$ cat src/rtl/bulls_cows_pkg.sv
// Shared types and constants for the Bulls and Cows game engine.
//   digit_t     : one BCD-style digit slot (4 bits)
//   state_t     : game FSM states, encoding visible on the phase output
//   BLANK_DIGIT : marker for an unfilled buffer position
//   MAX_DIGIT   : largest digit value accepted from the switches
package bulls_cows_pkg;

  typedef logic [3:0] digit_t;

  typedef enum logic [1:0] {
    SECRET = 2'b00,
    GUESS  = 2'b01,
    SCORE  = 2'b10,
    OVER   = 2'b11
  } state_t;

  localparam digit_t BLANK_DIGIT = 4'hF;
  localparam digit_t MAX_DIGIT   = 4'd9;

endpackage

$ cat src/rtl/bc_score.sv
// Combinational Bulls and Cows scorer.
//   secret, guess : N_DIGITS digits each, position 0 in the low nibble
//   bulls         : positions where secret and guess hold the same digit
//   cows          : digits present in both words at different positions
// Digits within one word are unique (the entry logic rejects duplicates),
// so a pairwise count gives the standard score.
module bc_score
  import bulls_cows_pkg::*;
#(
  parameter int N_DIGITS = 4
) (
  input  digit_t [N_DIGITS-1:0]          secret,
  input  digit_t [N_DIGITS-1:0]          guess,
  output logic   [$clog2(N_DIGITS+1)-1:0] bulls,
  output logic   [$clog2(N_DIGITS+1)-1:0] cows
);

  always_comb begin
    bulls = '0;
    cows  = '0;
    for (int unsigned i = 0; i < N_DIGITS; i++) begin
      for (int unsigned j = 0; j < N_DIGITS; j++) begin
        if (secret[i] == guess[j]) begin
          if (i == j) bulls = bulls + 1'b1;
          else        cows  = cows + 1'b1;
        end
      end
    end
  end

endmodule

$ cat src/rtl/bulls_cows_engine.sv
// Bulls and Cows game engine: a secret is keyed in digit by digit, then
// guesses are entered and scored until a win or MAX_TRIES guesses.
//   clock, reset   : rising-edge clock, asynchronous active-high reset
//   code           : digit value from the switches
//   enter_button   : each press commits code once
//   entry_digits   : entry buffer, position 0 in [3:0], blanks are 4'hF
//   entry_count    : digits currently held in the buffer
//   phase          : FSM state encoding
//   bulls, cows    : score of the last guess (held)
//   score_valid    : one-cycle pulse when bulls/cows update
//   tries          : guesses scored in this game
//   win, lose      : game-result levels
//   err            : one-cycle pulse on a rejected digit
// The press is captured into commit_q/code_q on the edge that samples it
// and acted upon on the following edge; scoring therefore lands two edges
// after the sampling edge of the completing press.
module bulls_cows_engine
  import bulls_cows_pkg::*;
#(
  parameter int N_DIGITS  = 4,
  parameter int MAX_TRIES = 10,
  localparam int CW = $clog2(N_DIGITS + 1)
) (
  input  logic                  clock,
  input  logic                  reset,
  input  logic [3:0]            code,
  input  logic                  enter_button,
  output logic [4*N_DIGITS-1:0] entry_digits,
  output logic [CW-1:0]         entry_count,
  output logic [1:0]            phase,
  output logic [CW-1:0]         bulls,
  output logic [CW-1:0]         cows,
  output logic                  score_valid,
  output logic [7:0]            tries,
  output logic                  win,
  output logic                  lose,
  output logic                  err
);

  localparam digit_t [N_DIGITS-1:0] EMPTY = {N_DIGITS{BLANK_DIGIT}};

  state_t                 state_q, state_d;
  logic                   btn_q, commit_q;
  digit_t                 code_q;
  digit_t [N_DIGITS-1:0]  entry_q, entry_d, filled;
  digit_t [N_DIGITS-1:0]  secret_q, secret_d, guess_q, guess_d;
  logic   [CW-1:0]        count_q, count_d;
  logic   [CW-1:0]        bulls_q, bulls_d, cows_q, cows_d, sc_bulls, sc_cows;
  logic   [7:0]           tries_q, tries_d, tries_inc;
  logic                   win_q, win_d, lose_q, lose_d;
  logic                   sv_q, sv_d, err_q, err_d;
  logic                   in_entry, dup, bad, write, last, win_now, lose_now;

  bc_score #(.N_DIGITS(N_DIGITS)) u_score (
    .secret (secret_q),
    .guess  (guess_q),
    .bulls  (sc_bulls),
    .cows   (sc_cows)
  );

  // Entry decode: duplicate check and the buffer with the new digit placed.
  always_comb begin
    dup    = 1'b0;
    filled = entry_q;
    for (int unsigned i = 0; i < N_DIGITS; i++) begin
      if (entry_q[i] == code_q) dup = 1'b1;
      if (count_q == CW'(i)) filled[i] = code_q;
    end
    in_entry  = commit_q && (state_q == SECRET || state_q == GUESS);
    bad       = (code_q > MAX_DIGIT) || dup;
    write     = in_entry && !bad;
    last      = write && (count_q == CW'(N_DIGITS - 1));
    tries_inc = tries_q + 8'd1;
    win_now   = (sc_bulls == CW'(N_DIGITS));
    lose_now  = (tries_inc == 8'(MAX_TRIES));
  end

  // State register
  always_ff @(posedge clock or posedge reset) begin
    if (reset) state_q <= SECRET;
    else       state_q <= state_d;
  end

  // Next-state logic
  always_comb begin
    state_d = state_q;
    unique case (state_q)
      SECRET: if (last) state_d = GUESS;
      GUESS:  if (last) state_d = SCORE;
      SCORE:  state_d = (win_now || lose_now) ? OVER : GUESS;
      OVER:   if (commit_q) state_d = SECRET;
    endcase
  end

  // Datapath next values
  always_comb begin
    entry_d  = entry_q;
    count_d  = count_q;
    secret_d = secret_q;
    guess_d  = guess_q;
    bulls_d  = bulls_q;
    cows_d   = cows_q;
    tries_d  = tries_q;
    win_d    = win_q;
    lose_d   = lose_q;
    sv_d     = 1'b0;
    err_d    = in_entry && bad;
    if (write) begin
      if (last) begin
        entry_d = EMPTY;
        count_d = '0;
      end else begin
        entry_d = filled;
        count_d = count_q + 1'b1;
      end
    end
    if (state_q == SECRET && last) secret_d = filled;
    if (state_q == GUESS && last)  guess_d  = filled;
    if (state_q == SCORE) begin
      bulls_d = sc_bulls;
      cows_d  = sc_cows;
      tries_d = tries_inc;
      sv_d    = 1'b1;
      win_d   = win_now;
      lose_d  = !win_now && lose_now;
    end
    if (state_q == OVER && commit_q) begin
      entry_d  = EMPTY;
      count_d  = '0;
      secret_d = EMPTY;
      guess_d  = EMPTY;
      bulls_d  = '0;
      cows_d   = '0;
      tries_d  = '0;
      win_d    = 1'b0;
      lose_d   = 1'b0;
    end
  end

  // btn_q resets high so a button held through reset release is not a press.
  always_ff @(posedge clock or posedge reset) begin
    if (reset) begin
      btn_q    <= 1'b1;
      commit_q <= 1'b0;
      code_q   <= '0;
      entry_q  <= EMPTY;
      count_q  <= '0;
      secret_q <= EMPTY;
      guess_q  <= EMPTY;
      bulls_q  <= '0;
      cows_q   <= '0;
      tries_q  <= '0;
      win_q    <= 1'b0;
      lose_q   <= 1'b0;
      sv_q     <= 1'b0;
      err_q    <= 1'b0;
    end else begin
      btn_q    <= enter_button;
      commit_q <= enter_button && !btn_q;
      code_q   <= code;
      entry_q  <= entry_d;
      count_q  <= count_d;
      secret_q <= secret_d;
      guess_q  <= guess_d;
      bulls_q  <= bulls_d;
      cows_q   <= cows_d;
      tries_q  <= tries_d;
      win_q    <= win_d;
      lose_q   <= lose_d;
      sv_q     <= sv_d;
      err_q    <= err_d;
    end
  end

  // Outputs
  always_comb begin
    phase        = state_q;
    entry_digits = entry_q;
    entry_count  = count_q;
    bulls        = bulls_q;
    cows         = cows_q;
    score_valid  = sv_q;
    tries        = tries_q;
    win          = win_q;
    lose         = lose_q;
    err          = err_q;
  end

endmodule
$ cat config.mk
export PLATFORM = sky130hd
export DESIGN_NAME = bulls_cows_engine
export DESIGN_NICKNAME = d
export VERILOG_FILES = /design/src/rtl/bulls_cows_pkg.sv /design/src/rtl/bc_score.sv /design/src/rtl/bulls_cows_engine.sv
export SDC_FILE = /design/constraint.sdc
export NUM_CORES = 1
export LEC_CHECK = 0
export ABC_AREA = 1
export CAP_MARGIN = 20
export CELL_PAD_IN_SITES_DETAIL_PLACEMENT = 1
export CELL_PAD_IN_SITES_GLOBAL_PLACEMENT = 1
export CORE_MARGIN = 3
export CORE_UTILIZATION = 40
export CTS_CLUSTER_SIZE = 28
export DETAILED_ROUTE_END_ITERATION = 8
export GPL_TIMING_DRIVEN = 1
export PLACE_DENSITY_LB_ADDON = 0.1
export SETUP_SLACK_MARGIN = 0.15
export SLEW_MARGIN = 10
export SYNTH_ARGS = -nofsm -noshare
export SYNTH_HDL_FRONTEND = slang
export SYNTH_SLANG_ARGS = --single-unit
$ cat constraint.sdc
create_clock -name clock -period 6.95 [get_ports clock]
set_input_delay 1.39 -clock clock [delete_from_list [all_inputs] [get_ports clock]]
set_output_delay 1.39 -clock clock [all_outputs]
set_load 0.005 [all_outputs]
==> results.cfg, run 1 <==
[die]
core.rowCount = 42
die_w_um = 125
io_pins = 46
start_util = 0.417
dieHeight_um = 125
core_mm2 = 0.0135
dieArea_mm2 = 0.0156

[run]
maxCapViolCount = 0

[layout]
layout.nets = 788
area.growth.synth_to_final_pct = 15.1
drive_gt1_frac = 0.178
n_antenna_cell = 0
utilization = 0.481

[synthesis]
ys_ff_latch = 77
ys_seq_area_frac = 0.353
netlist_instances = 733
ys_top_cells_by_area = dfstp_2 23%, dfrtp_1 12%, nand2_1 11%, xor2_1 6.2%, inv_1 5.1%
synth.top_cell.area_share = 0.228
ys_types = 43
syn-num-nets = 761
yosys_warnings = 0
syn_avg_cell_area_um2 = 7.69
yosys.area.top_type = dfstp_2
syn_area_mm2 = 0.00564

[global_route]
gr-usage-all-layers = 0.205
overflow = 0
grt_pass1_wl_um = 26000
antenna_found_initial = 0
grt_max_degree = 78
grt_pass1_vias = 5095

[detailed_routing]
vias = 4857
wirelength_met1_um = 7260
wl_um = 15700
wl_met3_um = 364
top_layer_used = met4
first_pass_iters = 4
drt-vias-per-instance = 5.16
drc = 0
wl_met2_um = 7760
ant_nets = 0
drtIter0Drc = 159
drt-wirelength-per-cell_um = 16.7

[clock_network]
path_clk_slew_ns = 0.06
cts_buffer_depth = 2
cts_root_buf = clkbuf_16
clkLatencyLatePin_ns = 0.34
cts_tree = built
post_cts_buffers = 0
htreeDepth = 3
clock_sinks = 77
cts_resized = 0
hold_buffers = 0
numCtsBuffers = 9

[worst_setup_path]
critPathMaxFanout = 5
slowest_delay_ns = 0.59
cp_slowest_cell = dfstp_2
start_kind = register
critPathCaptureType = register
critPathArrivalTime_ns = 6.46
crit_type = register to register
required_ns = 7.17
path_common_cell = nand2_1

[min_path]
hold_class = register to register

[placement]
place_worst_setup_slack_ns = 0.732
port_buffers = 45
place_congestion = 0.850
hpwl_um = 12000

[sta]
setup-violations-final = 0
worst_slack_ns = 0.720
slew_headroom = 0.316
rsz0062_at_grt = no
holdWs_ns = 0.482
min_period_ns = 6.23
fin_skew_ns = 0.00782
fmax_mhz = 161
worst-slew-pin-transition_ns = 1.02
fin_crit_sh = 0.896
hold_viol = 0
final-max-slew-violation-count = 0
setup-tns-final_ns = 0

[status]
status = finished, final reports clean
-- per-layer routing --
layer  up-vias  GRT usage
li1       2420          -
met2        66      0.347
met1      2354      0.273
met4         0     0.0729
met3        17     0.0219
met5         -          0
-- worst paths after layout --
path	from	endpoint	slack (ns)	depth (start not counted)
min in group asynchronous	reset	tries[4]	1.68	3
max in group asynchronous	reset	win	4.64	3
setup / recovery	guess_q[5]	cows[2]	0.72	37
hold reg to reg	btn_q	commit_q	0.48	1
hold / removal	btn_q	commit_q	0.48	1
setup reg to reg	guess_q[5]	cows[2]	0.72	37
-- Yosys cell counts --
cell	count
ha_1	21
o22ai_1	5
xnor2_1	22
nand4_1	9
a21oi_1	16
and3_1	5
o211ai_1	16
or3_1	1
nor2_8	2
mux2i_1	1
nand3_1	52
nand3b_1	3
buf_4	3
xor2_1	40
clkbuf_1	14
nor2_2	2
a22o_1	1
inv_1	76
nor3_2	1
or2_2	6
clkinv_1	3
nor2_4	1
nand3_2	10
inv_2	15
nand2_1	172
o21ai_2	1
nand2_4	13
o31ai_2	1
nor4_1	1
and2_1	3
nor3_1	11
buf_6	1
buf_2	14
nand2_2	14
o2111ai_1	1
o32ai_1	13
o21ai_1	4
dfrtp_1	28
nor2_1	42
and3_2	1
nand3_4	1
dfstp_2	49
o21ai_0	38
-- flip-flops by register name, indices dropped and copies added (netlist names) --
name / count
btn_q: 1
bulls: 3
code_q: 4
commit_q: 1
cows: 3
entry_count: 3
entry_digits: 16
err: 1
guess_q: 16
lose: 1
phase: 2
score_valid: 1
secret_q: 16
tries: 8
win: 1
-- final cells by class --
| class | instances | area (um2) |
|---|---|---|
| sequential | 77 | 1990 |
| tap | 176 | 220 |
| multi-input combinational | 530 | 3140 |
| clock inverter | 6 | 87.6 |
| fill | 1700 | 7010 |
| timing repair buffer | 48 | 473 |
| inverter | 94 | 353 |
| clock buffer | 10 | 229 |
-- worst max-delay path: cells and delay by family, from the launching register on --
| family | cells | cell delay (ns) |
|---|---|---|
| adders and majority gates | 6 | 1.62 |
| and+or+nand+nor | 24 | 2.90 |
| DFF | 1 | 0.59 |
| buffers and inverters | 2 | 0.17 |
| xor gates and xnor gates | 4 | 0.76 |
| AOI/OAI and AO/OA | 1 | 0.05 |
-- cell usage in the layout, fill, tap and decap left out, drive strengths merged --
cell type      instances
a22o                   1
nand3b                 3
o211ai                16
nor4                   1
o22ai                  5
nand3                 63
mux2i                  1
buf                    3
dfstp                 49
and3                   6
inv                   91
o31ai                  1
clkinv                 4
o2111ai                1
o32ai                 13
bufinv                 2
nor2                  47
clkbuf                10
nor3                  12
dfrtp                 28
and2                   3
clkdlybuf4s50         45
xnor2                 22
ha                    21
o21ai                 43
or2                    6
xor2                  40
a21oi                 16
or3                    1
clkinvlp               3
nand2                199
nand4                  9
-- per-stage QoR --
| stage | area, um2 | std cells |
|---|---|---|
| after global placement | 6170 | 925 |
| after global routing | 6490 | 941 |
| after CTS | 6490 | 941 |
| after floorplan | 5640 | 733 |
| after detailed placement | 6170 | 925 |
| final | 6490 | 941 |
-- logic make-up after synthesis --
| logic type | Yosys count | synth area share |
|---|---|---|
| DFF | 77 | 0.353 |
| and+or+nand+nor | 350 | 0.307 |
| buffers and inverters | 126 | 0.0903 |
| xor gates and xnor gates | 62 | 0.0963 |
| adders and majority gates | 21 | 0.0466 |
| muxes | 1 | 0.00178 |
| AOI/OAI and AO/OA | 96 | 0.105 |
Power of run 1 is not shown: default switching activity piles up to over one toggle a cycle in this logic, so the estimate is an artifact.
==> run 2: changes to the inputs <==
--- a/config.mk
+++ b/config.mk
@@ -6,7 +6,7 @@
 export NUM_CORES = 1
 export LEC_CHECK = 0
 export ABC_AREA = 1
-export CAP_MARGIN = 20
+export CAP_MARGIN = 25
 export CELL_PAD_IN_SITES_DETAIL_PLACEMENT = 1
 export CELL_PAD_IN_SITES_GLOBAL_PLACEMENT = 1
 export CORE_MARGIN = 3
==> results.cfg, run 2 (synthesized netlist as in run 1, its figures left out) <==
[die]
dieHeight_um = 125
core.rowCount = 42
start_util = 0.417
core_mm2 = 0.0135
die_w_um = 125
dieArea_mm2 = 0.0156
io_pins = 46

[clock_network]
path_clk_slew_ns = 0.06
clkLatencyLatePin_ns = 0.34
cts_resized = 0
cts_tree = built
htreeDepth = 3
cts_buffer_depth = 2
cts_root_buf = clkbuf_16
post_cts_buffers = 0
clock_sinks = 77
hold_buffers = 0
numCtsBuffers = 9

[global_route]
grt_pass1_vias = 5095
gr-usage-all-layers = 0.205
antenna_found_initial = 0
grt_max_degree = 78
grt_pass1_wl_um = 26000
overflow = 0

[layout]
n_antenna_cell = 0
utilization = 0.483
final_cell_mix = 172 x nand2_1, 75 x inv_1, 52 x nand3_1
area.growth.synth_to_final_pct = 15.6
final_common_cell = nand2_1
fillCellCount = 1695
drive_gt1_frac = 0.179
layout.nets = 789

[sta]
worst-slew-pin-transition_ns = 1.02
fin_skew_ns = 0.00677
rsz0062_at_grt = no
final-max-slew-violation-count = 0
worst_slack_ns = 0.718
hold_viol = 0
setup-violations-final = 0
holdWs_ns = 0.483
fin_crit_sh = 0.897
min_period_ns = 6.23
fmax_mhz = 160
setup-tns-final_ns = 0
slew_headroom = 0.318

[worst_setup_path]
slowest_delay_ns = 0.59
cp_top_family = simple AND/OR/NAND/NOR gates
critPathArrivalTime_ns = 6.46
required_ns = 7.18
cp_slowest_cell = dfstp_2
start_kind = register
critPathCaptureType = register
critPathMaxFanout = 5
path_common_cell = nand2_1
cp.buffers_inverters = 2
crit_type = register to register

[placement]
place_congestion = 0.850
hpwl_um = 12000
port_buffers = 45
place_worst_setup_slack_ns = 0.732

[detailed_routing]
first_pass_iters = 4
ant_nets = 0
drt-wirelength-per-cell_um = 16.7
drtIter0Drc = 151
drt-vias-per-instance = 5.16
vias = 4864
wl_um = 15700
drc = 0

[min_path]
hold_class = register to register

[status]
status = finished, final reports clean

[run]
maxCapViolCount = 0
==> run 2: cell count changes in the layout (fill, tap and decap cells not counted) <==
cell    before  now
buf_16       0    1
==> run 2: layout make-up <==
class                           instances  area [um2]  share of cell area
Multi-Input combinational cell        530        3140               0.482
Sequential cell                        77        1990               0.305
Timing Repair Buffer                   49         500              0.0768
Inverter                               94         353              0.0541
Clock buffer                           10         229              0.0351
Tap cell                              176         220              0.0338
Clock inverter                          6        87.6              0.0134
==> run 2: routing by layer <==
metal	vias up	track usage	part of all wire
li1	2422	-	-
met1	2356	0.273	0.46
met2	69	0.347	0.49
met3	17	0.0219	0.026
met4	0	0.0729	0.020
met5	-	0	0
==> run 2: through the flow <==
stage | cell area (um2) | cells
6_report | 6520 | 942
5_1_grt | 6520 | 942
4_1_cts | 6490 | 941
3_5_place_dp | 6170 | 925
3_3_place_gp | 6170 | 925
2_1_floorplan | 5640 | 733
==> run 2: final timing paths <==
kind,start,to,slack (ns),cells past startpoint
worst min-delay path,btn_q,commit_q,0.48,1
max in group asynchronous,reset,guess_q[8],4.91,4
worst max-delay path,guess_q[5],cows[2],0.72,37
min in group asynchronous,reset,tries[4],1.40,3
worst min register to register,btn_q,commit_q,0.48,1
worst max register to register,guess_q[5],cows[2],0.72,37
Power of run 2 is left out for the same reason.
==> run 3: changes to the inputs <==
--- a/config.mk
+++ b/config.mk
@@ -13,6 +13,7 @@
 export CORE_UTILIZATION = 40
 export CTS_CLUSTER_SIZE = 28
 export DETAILED_ROUTE_END_ITERATION = 8
+export GPL_ROUTABILITY_DRIVEN = 0
 export GPL_TIMING_DRIVEN = 1
 export PLACE_DENSITY_LB_ADDON = 0.1
 export SETUP_SLACK_MARGIN = 0.15
==> results.cfg, run 3 (synthesized netlist as in run 1, its figures left out) <==
[die]
dieHeight_um = 125
core.rowCount = 42
core_mm2 = 0.0135
start_util = 0.417
die_w_um = 125
io_pins = 46
dieArea_mm2 = 0.0156

[global_route]
grt_max_degree = 78
grt_pass1_wl_um = 26700
grt_pass1_vias = 5207
gr-usage-all-layers = 0.208
overflow = 0
antenna_found_initial = 0

[detailed_routing]
first_pass_iters = 4
drt-wirelength-per-cell_um = 16.7
wl_met2_um = 7970
top_layer_used = met4
vias = 4861
drtIter0Drc = 186
wl_um = 15800
wl_met3_um = 339
ant_nets = 0
drt-vias-per-instance = 5.16
drc = 0
wirelength_met1_um = 7260

[clock_network]
cts_resized = 0
cts_buffer_depth = 2
path_clk_slew_ns = 0.06
clkLatencyLatePin_ns = 0.34
cts_root_buf = clkbuf_16
cts_tree = built
clock_sinks = 77
numCtsBuffers = 9
post_cts_buffers = 0
hold_buffers = 0
htreeDepth = 3

[min_path]
hold_class = register to register

[worst_setup_path]
cp_slowest_cell = dfstp_2
crit_type = register to register
slowest_delay_ns = 0.59
cp.buffers_inverters = 2
required_ns = 7.18
critPathCaptureType = register
critPathArrivalTime_ns = 6.41
path_common_cell = nand2_1
start_kind = register
critPathMaxFanout = 5
cp_top_family = simple AND/OR/NAND/NOR gates

[sta]
hold_viol = 0
worst-slew-pin-transition_ns = 0.784
min_period_ns = 6.18
setup-tns-final_ns = 0
fin_skew_ns = 0.0104
fmax_mhz = 162
setup-violations-final = 0
rsz0062_at_grt = no
slew_headroom = 0.474
fin_crit_sh = 0.889
final-max-slew-violation-count = 0

[layout]
n_antenna_cell = 0
area.growth.synth_to_final_pct = 15.3
final_cell_mix = 172 x nand2_1, 75 x inv_1, 52 x nand3_1
layout.nets = 789
final_common_cell = nand2_1
drive_gt1_frac = 0.179

[status]
status = finished, final reports clean

[placement]
hpwl_um = 12000
port_buffers = 45

[run]
maxCapViolCount = 0
-- run 3: changes by cell type in the layout (fill, tap and decap cells not counted) --
cell	before	now
clkinv_2	1	2
clkinv_4	0	1
buf_8	0	1
bufinv_16	2	1
buf_4	3	2
clkinvlp_4	3	2
-- run 3: path summary, 6_finish.rpt --
check                                   to        start  depth (start not counted)  slack, ns
min in group asynchronous         tries[4]        reset                          3       1.40
setup / recovery                   cows[2]  secret_q[1]                         37       0.77
setup reg to reg                   cows[2]  secret_q[1]                         37       0.77
hold / removal                    phase[1]     commit_q                          1       0.49
hold reg to reg                   phase[1]     commit_q                          1       0.49
max in group asynchronous  entry_digits[1]        reset                          4       4.91
-- run 3: final cells by class --
| type | count | area, um2 |
|---|---|---|
| clock inverter | 6 | 63.8 |
| multi-input combinational | 530 | 3140 |
| fill | 1699 | 7000 |
| tap | 176 | 220 |
| clock buffer | 10 | 229 |
| inverter | 94 | 353 |
| timing repair buffer | 49 | 508 |
| sequential | 77 | 1990 |
-- run 3: worst register-to-register path, delay by kind of cell (launching register included) --
kind            cells  cell delay, ns
compound gates      1            0.05
xor+xnor            4            0.71
fa+ha+maj           6            1.62
buf+inv             2            0.15
flops               1            0.59
simple gates       24            2.97
-- run 3: metrics by stage --
step	cells	util	setup WS [ns]	hold WS (ns)	area, um2
floorplan	733	-	1.06	0.457	5640
global placement	924	0.457	0.951	0.462	6170
detailed placement	924	0.457	0.779	0.473	6170
CTS	940	0.478	0.761	0.493	6460
global route	942	0.481	0.286	0.520	6500
finish	942	0.481	0.769	0.493	6500
-- run 3: per-layer routing --
| metal | track usage | vias up |
|---|---|---|
| met2 | 0.367 | 58 |
| met3 | 0.0253 | 12 |
| met1 | 0.272 | 2373 |
| met5 | 0 | - |
| met4 | 0.0509 | 0 |
| li1 | - | 2418 |
Power of run 3 is left out for the same reason.
